### src/rtl/pipe_alu.sv
// Execute-stage integer ALU: 16 operations on A, B and a shift amount, with the
// result and zero flag registered for one cycle of latency into EX/MEM.
module pipe_alu #(
   parameter int WIDTH = 32
) (
   input  logic             clk,
   input  logic             reset,
   input  logic [WIDTH-1:0] a_input,
   input  logic [WIDTH-1:0] b_input,
   input  logic [4:0]       sa,
   input  logic [3:0]       opcode,
   output logic [WIDTH-1:0] resultado,
   output logic             zero
);

   typedef enum logic [3:0] {
      OP_ADD   = 4'b0000,
      OP_SUB   = 4'b0001,
      OP_AND   = 4'b0010,
      OP_OR    = 4'b0011,
      OP_XOR   = 4'b0100,
      OP_NOR   = 4'b0101,
      OP_SLT   = 4'b0110,
      OP_SLTU  = 4'b0111,
      OP_SLLV  = 4'b1000,
      OP_SRLV  = 4'b1001,
      OP_SRAV  = 4'b1010,
      OP_LUI   = 4'b1011,
      OP_SLL   = 4'b1100,
      OP_SRL   = 4'b1101,
      OP_PASSA = 4'b1110,
      OP_SRA   = 4'b1111
   } op_t;

   op_t              op;
   logic [4:0]       var_count;
   logic             lt_signed;
   logic             lt_unsigned;
   logic [WIDTH-1:0] result_next;
   logic             zero_next;

   assign op          = op_t'(opcode);
   // Variable shifts only honour the low five bits of A.
   assign var_count   = a_input[4:0];
   // Direct signed compare; deriving it from the sign of A-B breaks on overflow.
   assign lt_signed   = $signed(a_input) < $signed(b_input);
   assign lt_unsigned = a_input < b_input;

   always_comb begin
      result_next = '0;
      case (op)
         OP_ADD:   result_next = a_input + b_input;
         OP_SUB:   result_next = a_input - b_input;
         OP_AND:   result_next = a_input & b_input;
         OP_OR:    result_next = a_input | b_input;
         OP_XOR:   result_next = a_input ^ b_input;
         OP_NOR:   result_next = ~(a_input | b_input);
         OP_SLT:   result_next = {{(WIDTH-1){1'b0}}, lt_signed};
         OP_SLTU:  result_next = {{(WIDTH-1){1'b0}}, lt_unsigned};
         OP_SLLV:  result_next = b_input << var_count;
         OP_SRLV:  result_next = b_input >> var_count;
         OP_SRAV:  result_next = $unsigned($signed(b_input) >>> var_count);
         OP_LUI:   result_next = {b_input[15:0], 16'h0000};
         OP_SLL:   result_next = b_input << sa;
         OP_SRL:   result_next = b_input >> sa;
         OP_PASSA: result_next = a_input;
         OP_SRA:   result_next = $unsigned($signed(b_input) >>> sa);
         default:  result_next = '0;
      endcase
   end

   assign zero_next = (result_next == '0);

   always_ff @(posedge clk or posedge reset) begin
      if (reset) begin
         resultado <= '0;
         zero      <= 1'b1;
      end else begin
         resultado <= result_next;
         zero      <= zero_next;
      end
   end

endmodule

### config.mk
export PLATFORM = sky130hd
export DESIGN_NAME = pipe_alu
export DESIGN_NICKNAME = d
export VERILOG_FILES = /design/src/rtl/pipe_alu.sv
export SDC_FILE = /design/constraint.sdc
export NUM_CORES = 1
export LEC_CHECK = 0
export BUFFER_PORTS_ARGS = -buffer_cell sky130_fd_sc_hd__clkbuf_2
export CORE_ASPECT_RATIO = 1.25
export CORE_MARGIN = 8
export CORE_UTILIZATION = 31
export DETAILED_ROUTE_END_ITERATION = 8
export HOLD_SLACK_MARGIN = 0.03
export PLACE_DENSITY = 0.52
export SLEW_MARGIN = 40
export SYNTH_ARGS = -nofsm -noshare
export SYNTH_HDL_FRONTEND = slang
export SYNTH_SLANG_ARGS = --single-unit
export TNS_END_PERCENT = 1
### constraint.sdc
create_clock -name clk -period 1.7 [get_ports clk]
set_input_delay 0 -clock clk [delete_from_list [all_inputs] [get_ports clk]]
set_output_delay 0 -clock clk [all_outputs]
set_load 0.03 [all_outputs]
==> impl_metrics.ini <==
[setup_path]
crit_required_ns = 1.92
crit_type = input pin to flip-flop
crit_buf_inv = 7
crit_family = simple AND/OR/NAND/NOR gates
critPathSlowestCell = or4_4
worstSetupStartpointType = input pin
cp_common_cell = buf_4
cp.arrival_ns = 4.14
crit_chain = clkbuf_2 > buf_4 > nor4bb_4 > buf_4 > mux2i_4 > buf_12 > buf_12 > mux2i_2 > mux2i_1 > mux2i_1 > buf_4 > o22ai_1 > nor4_2 > buf_4 > a211oi_1 > or3_4 > or3_1 > or4_4 > nor2_4
crit_fanout = 5
critical_path.endpoint_type = flip-flop
critPathMaxStageDelay_ns = 0.53

[logic_synthesis]
synth_seq_cells = 33
ys.flop_type = dfrtp_1
yosys.cell_types.count = 83
netlist_area_sq_mm = 0.0134
synth_edf_count = 0
yosys_warnings = 0
synth.avg_cell_area_sq_um = 6.70
async_flop_share = 1.00
synthCells = 1995
ys_seq_area_frac = 0.0619
synth_nets = 2168

[sta]
hold_viol = 0
setup_violations = 33
fin_tns_setup_ns = -40.74
finalMaxSlewViolations = 0
whs_ns = 0.330
slew_headroom = 0.469
period_share = 2.31
timing.final.crit_period_ns = 3.93
setup_ws_ns = -2.23
fmax_mhz = 255
rsz0062_at_grt = true
tightest_slew_ns = 0.796

[cells_and_area]
utilization = 0.513
fill_cells = 4316
fin_area_sq_mm = 0.0220
register_area_sq_um = 827
syn_to_final_growth_pct = 64.4
multiInputGateArea_sq_mm = 0.0125
drive_gt1_frac = 0.433
finish.net_count = 2974

[power]
fin_total_pwr_uw = 10500
pwr-share-seq = 0.091
power_frac_clock = 0.095
leakagePower_uw = 0.0103
p_int_uw = 5350
switching_share = 0.492
pwr_density_cell_mw_per_mm2 = 480
peakVddDrop_v = 0.000775
p_sw_uw = 5180
comb_power_share = 0.814

[placed_design]
port_buffers = 107
placement.cell_area_sq_mm = 0.0206
dpl.hpwl_um = 83000
place.gp.congestion = 1.10

[clock_network]
cts_buffers = 5
htreeDepth = 2
clockRootBuffer = clkbuf_16
clkTransAtPathRegs_ns = 0.05
cts_tree = done
cts_sinks = 33
clk_path_buf_depth = 2

[global_route]
grt_pass1_vias = 20117
grt_usage = 0.385
gr-total-overflow = 0
antenna_found_initial = 3
grt_max_degree = 44
grt_pass1_wl_um = 142000

[routing]
drtAntennaViolNets = 0
wirelength_um = 100000
wl_met1_um = 37900
route.vias.total = 20572
avgViaCountPerCell = 6.11
drt_iter0_markers = 2268
wl_met3_um = 8370
highest_layer = met5
met2_length_um = 46000
drc = 0
post_drt_wl_per_cell_um = 29.8
drt-pass1-iter-count = 5

[die]
core_area_sq_mm = 0.0429
dieArea_sq_mm = 0.0500
die_h_um = 248
start_util = 0.312
num_rows = 85
die_x_um = 202
boundaryPins = 108

[run]
maxCapViolCount = 0

[status]
failed_checks = setup timing
status = finished with violations

[worst_hold_path]
hp-class = input pin to async pin
metrics by stage:
| step | std cells | setup WS [ns] |
|---|---|---|
| floorplan | 1995 | -1.92 |
| global placement | 3329 | -2.88 |
| detailed placement | 3329 | -2.93 |
| CTS | 3361 | -2.13 |
| global route | 3367 | -2.26 |
| finish | 3368 | -2.23 |
cell usage after synthesis, types with 17 or more instances:
library cell	instances	area, sq um
buf_2	21	105
inv_1	105	394
nand4_1	28	175
o211ai_1	36	270
dfrtp_1	32	801
a22oi_1	40	300
a31oi_1	22	138
a21o_1	21	158
mux4_2	23	518
nor2_1	160	601
clkbuf_1	141	529
xnor2_1	19	166
nor4_1	22	138
buf_1	17	63.8
a21oi_1	207	1040
o31ai_1	17	128
ha_1	96	1200
nor3_1	72	360
mux2i_1	134	1340
o22ai_1	24	150
a211oi_1	53	398
o21ai_0	98	490
nand3_1	43	215
nand2_1	220	826
nand2b_1	42	263
power by group through the flow:
stage               sequential [uW]  clock [uW]  combinational (uW)
finish                          955        1000                8580
global route                    968        1070                8930
CTS                             959        1020                8200
detailed placement              971           0                7820
global placement                967           0                7800
floorplan                      1250           0                3160
placed cells by master (no fill, tap or decap), drive strengths merged, types with 17 or more instances in the layout:
master,synthesis,layout
buf,42,873
nand2,220,220
a21oi,207,207
nor2,160,160
mux2i,137,138
clkbuf,141,112
inv,105,105
o21ai,99,99
ha,96,96
nor3,72,72
a211oi,53,53
nand3,43,43
nand2b,42,42
a22oi,40,40
o211ai,36,36
dfrtp,32,32
nand4,28,28
o22ai,24,24
mux4,23,23
nor4,23,23
a31oi,22,22
a21o,21,21
xnor2,19,19
o31ai,17,17
mux2,17,17
final timing paths:
path                       slack [ns]        start                       to  cells after the start
worst max-delay path            -2.23    opcode[1]           zero$_DFF_PP1_                     19
max in group asynchronous        1.06        reset           zero$_DFF_PP1_                      4
min in group clk                 0.51  a_input[24]  resultado[24]$_DFF_PP0_                      6
worst min-delay path             0.33        reset  resultado[30]$_DFF_PP0_                      4
cells by family after synthesis:
group / share of synthesized area
multiplexers: 0.157
AND/OR/NAND/NOR: 0.243
flip-flops: 0.0619
XOR/XNOR: 0.0138
buffers and inverters: 0.0851
AO/OA/AOI/OAI: 0.347
adder cells (fa/ha/maj): 0.0929
what timing repair did:
action	4_1_cts	5_1_grt
endpoints found under the setup margin	33	33
hold buffers	1	0
cloned	1	0
gates resized for setup	140	66
pin swaps	23	18
hold endpoints to repair	32	0
buffers inserted	22	6
layer usage:
layer  track usage  vias to the layer above
li1              -                     9105
met1         0.449                     9908
met2         0.648                     1231
met3        0.0634                      326
met4         0.257                        2
met5             0                        -
sequential cells by signal, indices dropped and copies added (netlist names):
register   flops
zero           1
resultado     32
cell type report:
type,instances,area share
clock buffers,5,0.00570
inverters,107,0.0183
diodes,1,0.000114
multi-input cells,1673,0.567
flip-flops and latches,33,0.0376
well taps,565,0.0322
clock inverters,3,0.00211
repair buffers,981,0.337
No activity file was read; power rests on OpenSTA's default activity.
